### config.mk
export PLATFORM = sky130hd
export DESIGN_NAME = step_seq_scheduler
export DESIGN_NICKNAME = d
export VERILOG_FILES = /design/src/rtl/step_seq_scheduler.sv
export SDC_FILE = /design/constraint.sdc
export NUM_CORES = 1
export LEC_CHECK = 0
export CAP_MARGIN = 20
export CORE_ASPECT_RATIO = 2
export CORE_MARGIN = 2
export CORE_UTILIZATION = 50
export DETAILED_ROUTE_END_ITERATION = 10
export GPL_ROUTABILITY_DRIVEN = 0
export HOLD_SLACK_MARGIN = 0.15
export PLACE_DENSITY = 0.81
export SLEW_MARGIN = 20
export SYNTH_ARGS = -nofsm -noshare
export SYNTH_HDL_FRONTEND = slang
export SYNTH_SLANG_ARGS = --single-unit
### constraint.sdc
create_clock -name clk -period 3 [get_ports clk]
set_clock_uncertainty 0.2 [all_clocks]
set_input_delay 0.6 -clock clk [delete_from_list [all_inputs] [get_ports clk]]
set_output_delay 0.6 -clock clk [all_outputs]
set_load 0.05 [all_outputs]
### src/rtl/step_seq_scheduler.sv
// Table-driven sequencer for the shared add/mult/special/end units.
// It chains each unit result into the next step and guards every step with a watchdog.
module step_seq_scheduler #(
    parameter int MAX_STEPS = 8,
    parameter int DW        = 8,
    parameter int TIMEOUT   = 255
) (
    input  logic            clk,
    input  logic            rst_n,
    input  logic            cfg_we,
    input  logic [2:0]      cfg_addr,
    input  logic [1:0]      cfg_op,
    input  logic [3:0]      prog_len,
    input  logic            start,
    input  logic [DW-1:0]   data_in,
    output logic            busy,
    output logic [DW-1:0]   data_out,
    output logic            done,
    output logic            err,
    output logic [3:0]      unit_start,
    output logic [DW-1:0]   unit_data_in,
    input  logic [4*DW-1:0] unit_out,
    input  logic [3:0]      unit_done
);

    localparam logic [1:0] S_IDLE  = 2'd0;
    localparam logic [1:0] S_ISSUE = 2'd1;
    localparam logic [1:0] S_GAP   = 2'd2;
    localparam int         WW      = (TIMEOUT < 2) ? 1 : $clog2(TIMEOUT + 1);

    logic [1:0]    state_r;
    logic [1:0]    op_table_r [MAX_STEPS];
    logic [3:0]    step_r;
    logic [3:0]    len_r;
    logic [WW-1:0] wdog_r;
    logic [DW-1:0] inter_r;
    logic [DW-1:0] data_out_r;
    logic          done_r;
    logic          err_r;
    logic          busy_r;
    logic [3:0]    unit_start_r;

    logic [1:0]    cur_op_s;
    logic          sel_done_s;
    logic [DW-1:0] sel_out_s;
    logic          last_s;
    logic          wdog_exp_s;
    logic          len_ok_s;

    function automatic logic [3:0] op_onehot(input logic [1:0] op);
        logic [3:0] oh;
        case (op)
            2'd0:    oh = 4'b0001;
            2'd1:    oh = 4'b0010;
            2'd2:    oh = 4'b0100;
            2'd3:    oh = 4'b1000;
            default: oh = 4'b0000;
        endcase
        return oh;
    endfunction

    assign cur_op_s   = op_table_r[step_r[2:0]];
    assign sel_done_s = unit_done[cur_op_s];
    assign last_s     = ((step_r + 4'd1) == len_r);
    assign wdog_exp_s = (wdog_r == WW'(TIMEOUT - 1));
    assign len_ok_s   = (prog_len != 4'd0) && (prog_len <= 4'(MAX_STEPS));

    // Result mux for the unit selected by the current step
    always_comb begin
        sel_out_s = '0;
        case (cur_op_s)
            2'd0:    sel_out_s = unit_out[0*DW +: DW];
            2'd1:    sel_out_s = unit_out[1*DW +: DW];
            2'd2:    sel_out_s = unit_out[2*DW +: DW];
            2'd3:    sel_out_s = unit_out[3*DW +: DW];
            default: sel_out_s = '0;
        endcase
    end

    // Program table; writes are only taken while idle so a run never sees a change
    always_ff @(posedge clk or negedge rst_n) begin
        if (!rst_n) begin
            for (int i = 0; i < MAX_STEPS; i++) begin
                op_table_r[i] <= 2'd0;
            end
        end else if (cfg_we && (state_r == S_IDLE)) begin
            op_table_r[cfg_addr] <= cfg_op;
        end else begin
            op_table_r <= op_table_r;
        end
    end

    // Sequencer FSM, datapath registers and registered outputs
    always_ff @(posedge clk or negedge rst_n) begin
        if (!rst_n) begin
            state_r      <= S_IDLE;
            step_r       <= 4'd0;
            len_r        <= 4'd0;
            wdog_r       <= '0;
            inter_r      <= '0;
            data_out_r   <= '0;
            done_r       <= 1'b0;
            err_r        <= 1'b0;
            busy_r       <= 1'b0;
            unit_start_r <= 4'b0000;
        end else begin
            done_r <= 1'b0;
            err_r  <= 1'b0;
            case (state_r)
                S_IDLE: begin
                    if (start && len_ok_s) begin
                        inter_r      <= data_in;
                        len_r        <= prog_len;
                        step_r       <= 4'd0;
                        wdog_r       <= '0;
                        state_r      <= S_ISSUE;
                        busy_r       <= 1'b1;
                        unit_start_r <= op_onehot(op_table_r[3'd0]);
                    end else if (start) begin
                        err_r <= 1'b1;
                    end else begin
                        state_r <= S_IDLE;
                    end
                end
                S_ISSUE: begin
                    // A done in the final watchdog cycle still completes the step
                    if (sel_done_s) begin
                        unit_start_r <= 4'b0000;
                        if (last_s) begin
                            data_out_r <= sel_out_s;
                            done_r     <= 1'b1;
                            busy_r     <= 1'b0;
                            state_r    <= S_IDLE;
                        end else begin
                            inter_r <= sel_out_s;
                            step_r  <= step_r + 4'd1;
                            state_r <= S_GAP;
                        end
                    end else if (wdog_exp_s) begin
                        unit_start_r <= 4'b0000;
                        err_r        <= 1'b1;
                        busy_r       <= 1'b0;
                        state_r      <= S_IDLE;
                    end else begin
                        wdog_r <= wdog_r + WW'(1);
                    end
                end
                S_GAP: begin
                    wdog_r       <= '0;
                    state_r      <= S_ISSUE;
                    unit_start_r <= op_onehot(cur_op_s);
                end
                default: begin
                    state_r      <= S_IDLE;
                    busy_r       <= 1'b0;
                    unit_start_r <= 4'b0000;
                end
            endcase
        end
    end

    assign busy         = busy_r;
    assign data_out     = data_out_r;
    assign done         = done_r;
    assign err          = err_r;
    assign unit_start   = unit_start_r;
    assign unit_data_in = inter_r;

endmodule

==> run summary, run 1 <==
Final Setup Violations - 0
RSZ-0062 raised after global routing - no
CP Data Required Time - 3.00 ns
# IOs - 80
Reg clk slew, reported paths - 0.05 ns
Area Overhead vs Synth - 36.1%
fillcell total - 490
total power draw - 5.23 mW
DRT Wirelength - 8.13 mm
cts bufs inserted - 9
power per cell area - 1200 mW/mm²
n_diodes - 0
Synth Register Bits - 57
IO Port Bufs - 79
clock latency on the worst-skew pair - 0.33 ns
DP HPWL - 6.16 mm
row count - 41
WS Path Type - register to register
CTS tree - built
Place WS - 0.159 ns
final hold viol count - 0
Slew headroom - 57.4%
Highest Clock Rate - 364 MHz
Yosys top cell area share - 44.4%
clk root buf - clkbuf_16
Iter 0 DRT Violations - 185
Mapped Nets - 368
Hold Crit Class - register to register
post-synthesis sequential area ratio - 44.4%
vias in the first global route - 2,754
# Post-CTS Setup Buffers - 0
CP arrival - 2.75 ns
utilization after layout - 69.9%
syn avg cell area - 10.4 µm²
largest net degree at the start of global routing - 33
htree depth - 3
number of synthesized flops with an enable pin - 0
initial antenna violation count - 0
drt drc - 0
async set-reset flop share out of synthesis - 100%
leading area contributor after synthesis - dfrtp_1
status - finished clean
vias - 2,700
global-route wire length before repair - 13.2 mm
iteration count of the initial detailed-routing pass - 4
Starting Density - 51.4%
Leak - 1.91 nW
wire per inst - 16.8 µm
Core ar. - 0.00626 mm²
nets@finish - 454
critical path startpoint category - register
Slew Viols, Final - 0
GRT Util Overall - 25.2%
setup ws final - 0.252 ns
CTS Buffer Depth - 2
die height - 117 µm
Max Cap Viol - 0
Gate Count Post-Synth - 308
gr ovfl total - 0
synth top area cells - dfrtp_1 44%, mux2_2 8.4%, nand2_1 4.6%, mux2i_1 4.0%, a31oi_1 2.9%
Worst VDD drop - 0.000684 V
Clock Sink Count - 57
Post-DRT Antenna Nets - 0
Max FO, Critical Path - 19
Synth warnings - 0
CP endpoint kind - register
DP Area - 0.00409 mm²
Final period util - 91.6%
die outline width - 60.7 µm
Final Instance Area - 0.00437 mm²
Post-synth top flop - dfrtp_1
Period minus WS final - 2.75 ns
share of post-route cells with drive strength above 1 - 15.6%
synthesized cell area - 0.00321 mm²
vias per std cell - 5.58
actual slew at the worst max-slew pin - 0.639 ns
final setup TNS - 0 ns
die area - 0.00712 mm²
Yosys cell types - 48
cell usage after synthesis (4+ instances only):
| cell type | number |
|---|---|
| mux2_4 | 4 |
| clkbuf_1 | 5 |
| dfrtp_1 | 57 |
| a211oi_1 | 10 |
| buf_6 | 5 |
| a31oi_1 | 15 |
| mux2i_1 | 13 |
| nor2_1 | 23 |
| mux2_2 | 24 |
| nand3_1 | 10 |
| and3_1 | 6 |
| xnor2_1 | 7 |
| nor2b_1 | 12 |
| nor3_1 | 5 |
| nor3b_1 | 4 |
| inv_1 | 7 |
| nand2_1 | 39 |
| mux2_1 | 6 |
| a21oi_1 | 12 |
layout by cell type (no fill, tap or decap), types with 10 or more instances in the layout:
| master | n |
|---|---|
| dfrtp_1 | 57 |
| nor2b_1 | 12 |
| clkdlybuf4s50_1 | 78 |
| a31oi_1 | 15 |
| mux2i_1 | 13 |
| nor2_1 | 23 |
| nand3_1 | 10 |
| a21oi_1 | 12 |
| a211oi_1 | 10 |
| nand2_1 | 39 |
| mux2_2 | 24 |
critical path, cell delays in order (launching register included):
cell and delay [ns]:
dfrtp_1 0.45, ha_1 0.26, xnor2_1 0.19, xnor2_1 0.12, nor4_4 0.50, a2111oi_4 0.10, or3_1 0.42, buf_4 0.22
nor2_1 0.11, a31oi_1 0.05
path summary, 6_finish.rpt:
path	cells after the start	to	slack (ns)	start
max	9	unit_data_in[2]	0.25	step_r[0]
min	1	wdog_r[4]	0.28	wdog_r[4]
max reg2reg	9	unit_data_in[2]	0.25	step_r[0]
min reg2reg	1	wdog_r[4]	0.28	wdog_r[4]
max in group asynchronous	3	op_table_r[6]	1.39	rst_n
min in group asynchronous	2	wdog_r[0]	0.62	rst_n
timing repair:
item	in CTS	in global routing
hold endpoints to repair	25	0
endpoints found under the setup margin	0	1
hold buffers	1	0
gates resized for setup	0	1
cell families (layout without fill, tap and decap cells):
family / count (synthesis) / in the layout / synth area share [%]
muxes: 50 / 50 / 18.5
AOI/OAI and AO/OA: 57 / 57 / 12.2
and+or+nand+nor: 109 / 109 / 17.2
adders and majority gates: 3 / 3 / 1.17
DFF: 57 / 57 / 44.4
xor gates and xnor gates: 9 / 9 / 2.45
buffers and inverters: 23 / 113 / 4.09
power breakdown:
group / switching (mW) / total [mW] / internal [mW]
registers: 0.249 / 1.33 / 1.09
logic: 1.80 / 3.01 / 1.21
clock network: 0.315 / 0.890 / 0.575
total: 2.36 / 5.23 / 2.87
layer usage:
metal  wire (µm)  global-route usage (%)
met5           0                       0
met4         374                    13.7
met3         378                    7.17
met2        4530                    42.3
met1        2850                    27.1
sequential cells by signal, indices dropped and copies added (netlist names):
| name | flops |
|---|---|
| done | 1 |
| busy | 1 |
| unit_start | 4 |
| wdog_r | 8 |
| op_table_r | 16 |
| step_r | 4 |
| state_r | 2 |
| err | 1 |
| unit_data_in | 8 |
| data_out | 8 |
| len_r | 4 |
layout make-up:
| cell class | count | area [µm²] | share of cell area [%] |
|---|---|---|---|
| repair buffers | 90 | 883 | 20.2 |
| multi-input cells | 228 | 1670 | 38.2 |
| flip-flops and latches | 57 | 1430 | 32.6 |
| clock buffers | 15 | 258 | 5.89 |
| well taps | 86 | 108 | 2.46 |
| inverters | 8 | 30.0 | 0.686 |
per-stage QoR:
| stage | hold slack [ns] | std cells |
|---|---|---|
| 5_1_grt | 0.314 | 484 |
| 3_5_place_dp | 0.282 | 468 |
| 2_1_floorplan | 0.104 | 308 |
| 3_3_place_gp | 0.272 | 468 |
| 4_1_cts | 0.288 | 484 |
| 6_report | 0.282 | 484 |
Power figures use the tool's default switching activity.
==> run 2: changes to the inputs <==
--- a/config.mk
+++ b/config.mk
@@ -13,6 +13,7 @@
 export GPL_ROUTABILITY_DRIVEN = 0
 export HOLD_SLACK_MARGIN = 0.15
 export PLACE_DENSITY = 0.81
+export SETUP_SLACK_MARGIN = 0.4
 export SLEW_MARGIN = 20
 export SYNTH_ARGS = -nofsm -noshare
 export SYNTH_HDL_FRONTEND = slang
==> run 2 against run 1 <==
Effect of this change:
- flip-flop and latch count did not move
- utilization rose by 4.0 points
- register-to-register slack improved by 0.15 ns
- routed wire length rose by 14%
- non-clock buffer count rose by 8
- largest cell class unchanged
- largest power group unchanged
==> run summary, run 2 (synthesized netlist as in run 1, its figures left out) <==
Max FO, Critical Path - 7
drt drc - 0
sw frac - 44.8%
r2r startpoint - step_r[0]
Highest Clock Rate - 385 MHz
family with the most delay on the worst path - multiplexers
share of post-route cells with drive strength above 1 - 22.4%
vias - 2,848
total power draw - 5.87 mW
row count - 41
Iter 0 DRT Violations - 225
P_int - 3.24 mW
power per cell area - 1270 mW/mm²
worst setup path startpoint - step_r[0]
Core ar. - 0.00626 mm²
nets@finish - 463
Leak - 2.01 nW
Slew Viols, Final - 0
die outline width - 60.7 µm
IO Port Bufs - 79
commonest non-fill, non-tap cell in the layout - clkdlybuf4s50_1
status - finished clean
RSZ-0062 raised after global routing - yes
DP HPWL - 6.16 mm
vias per std cell - 5.78
Biggest register - op_table_r
Clock power frac - 15.3%
initial antenna violation count - 0
hold slack - 0.284 ns
critical path startpoint category - register
Max Cap Viol - 0
die height - 117 µm
DRT Wirelength - 9.24 mm
worst hold start - wdog_r[4]
WS Path Type - register to register
wire per inst - 18.7 µm
CP arrival - 2.60 ns
CP max stage delay - 0.55 ns
GRT Util Overall - 26.5%
cts bufs inserted - 9
vias in the first global route - 2,831
htree depth - 3
CP Cell Sequence - mux4_2, mux2i_4, buf_6, buf_4, nor3b_2, nand3_1, buf_4, nand3_2, mux2_2
Hold Crit Class - register to register
gr ovfl total - 0
Flop pwr share - 23.2%
Final period util - 86.5%
Worst VDD drop - 0.000804 V
utilization after layout - 73.9%
n_diodes - 0
final setup TNS - 0 ns
die area - 0.00712 mm²
CTS tree - built
WP buf/inv - 3
setup ws final - 0.405 ns
Period minus WS final - 2.60 ns
Place WS - 0.159 ns
Comb power frac - 61.5%
Area Overhead vs Synth - 43.9%
global-route wire length before repair - 13.8 mm
slowest CP cell - mux4_2
Clock Sink Count - 57
actual slew at the worst max-slew pin - 0.620 ns
Starting Density - 51.4%
largest net degree at the start of global routing - 33
Largest register FFs - 16
Final Setup Violations - 0
CP Data Required Time - 3.01 ns
clk root buf - clkbuf_16
final hold viol count - 0
Sw Pwr - 2.63 mW
clock latency on the worst-skew pair - 0.33 ns
Slew headroom - 58.7%
# IOs - 80
iteration count of the initial detailed-routing pass - 5
commonest non-fill, non-tap cells in the layout - 78 x clkdlybuf4s50_1, 55 x dfrtp_1, 39 x nand2_1, 24 x mux2_2, 23 x nor2_1
CTS Buffer Depth - 2
Post-DRT Antenna Nets - 0
Reg clk slew, reported paths - 0.05 ns
CP dominant cell by count - buf_4
CP endpoint kind - register
## run 2: power by group through the flow
stage          clock, mW  combinational [mW]  sequential, mW
4_1_cts            0.907                3.12            1.34
2_1_floorplan          0                1.86            1.69
5_1_grt            0.945                3.84            1.40
3_5_place_dp           0                2.96            1.34
6_report           0.895                3.61            1.36
3_3_place_gp           0                2.89            1.33
## run 2: final cells by class
class                      instances  area, µm²
multi-input combinational        229       1800
fill                             435       1630
sequential                        57       1430
tap                               86        108
clock buffer                      15        258
timing repair buffer              98        997
inverter                           8       30.0
## run 2: metal layers
layer / vias to the layer above / global-route usage (%) / wire length, µm
met3: 39 / 7.39 / 469
met5: - / 0 / 0
li1: 1309 / - / -
met2: 124 / 43.8 / 5060
met1: 1376 / 28.5 / 3280
met4: 0 / 15.8 / 430
## run 2: repair_timing
item,in CTS,in global routing
setup endpoints to repair,23,32
gates cloned,1,1
setup buffers,2,5
hold buffers,1,0
endpoints found under the hold margin,25,0
pin swaps,3,9
gates resized for setup,9,28
## run 2: final timing paths
kind | end | slack [ns] | cells after the start
max in group asynchronous | step_r[2] | 1.37 | 3
setup / recovery | wdog_r[1] | 0.40 | 9
hold reg to reg | wdog_r[4] | 0.28 | 1
min in group asynchronous | wdog_r[0] | 0.62 | 2
hold / removal | wdog_r[4] | 0.28 | 1
setup reg to reg | wdog_r[1] | 0.40 | 9
## run 2: stage by stage
step                instance area (µm²)  std cells
floorplan                          3210        308
global placement                   4090        468
detailed placement                 4090        468
CTS                                4430        487
global route                       4630        493
finish                             4630        493
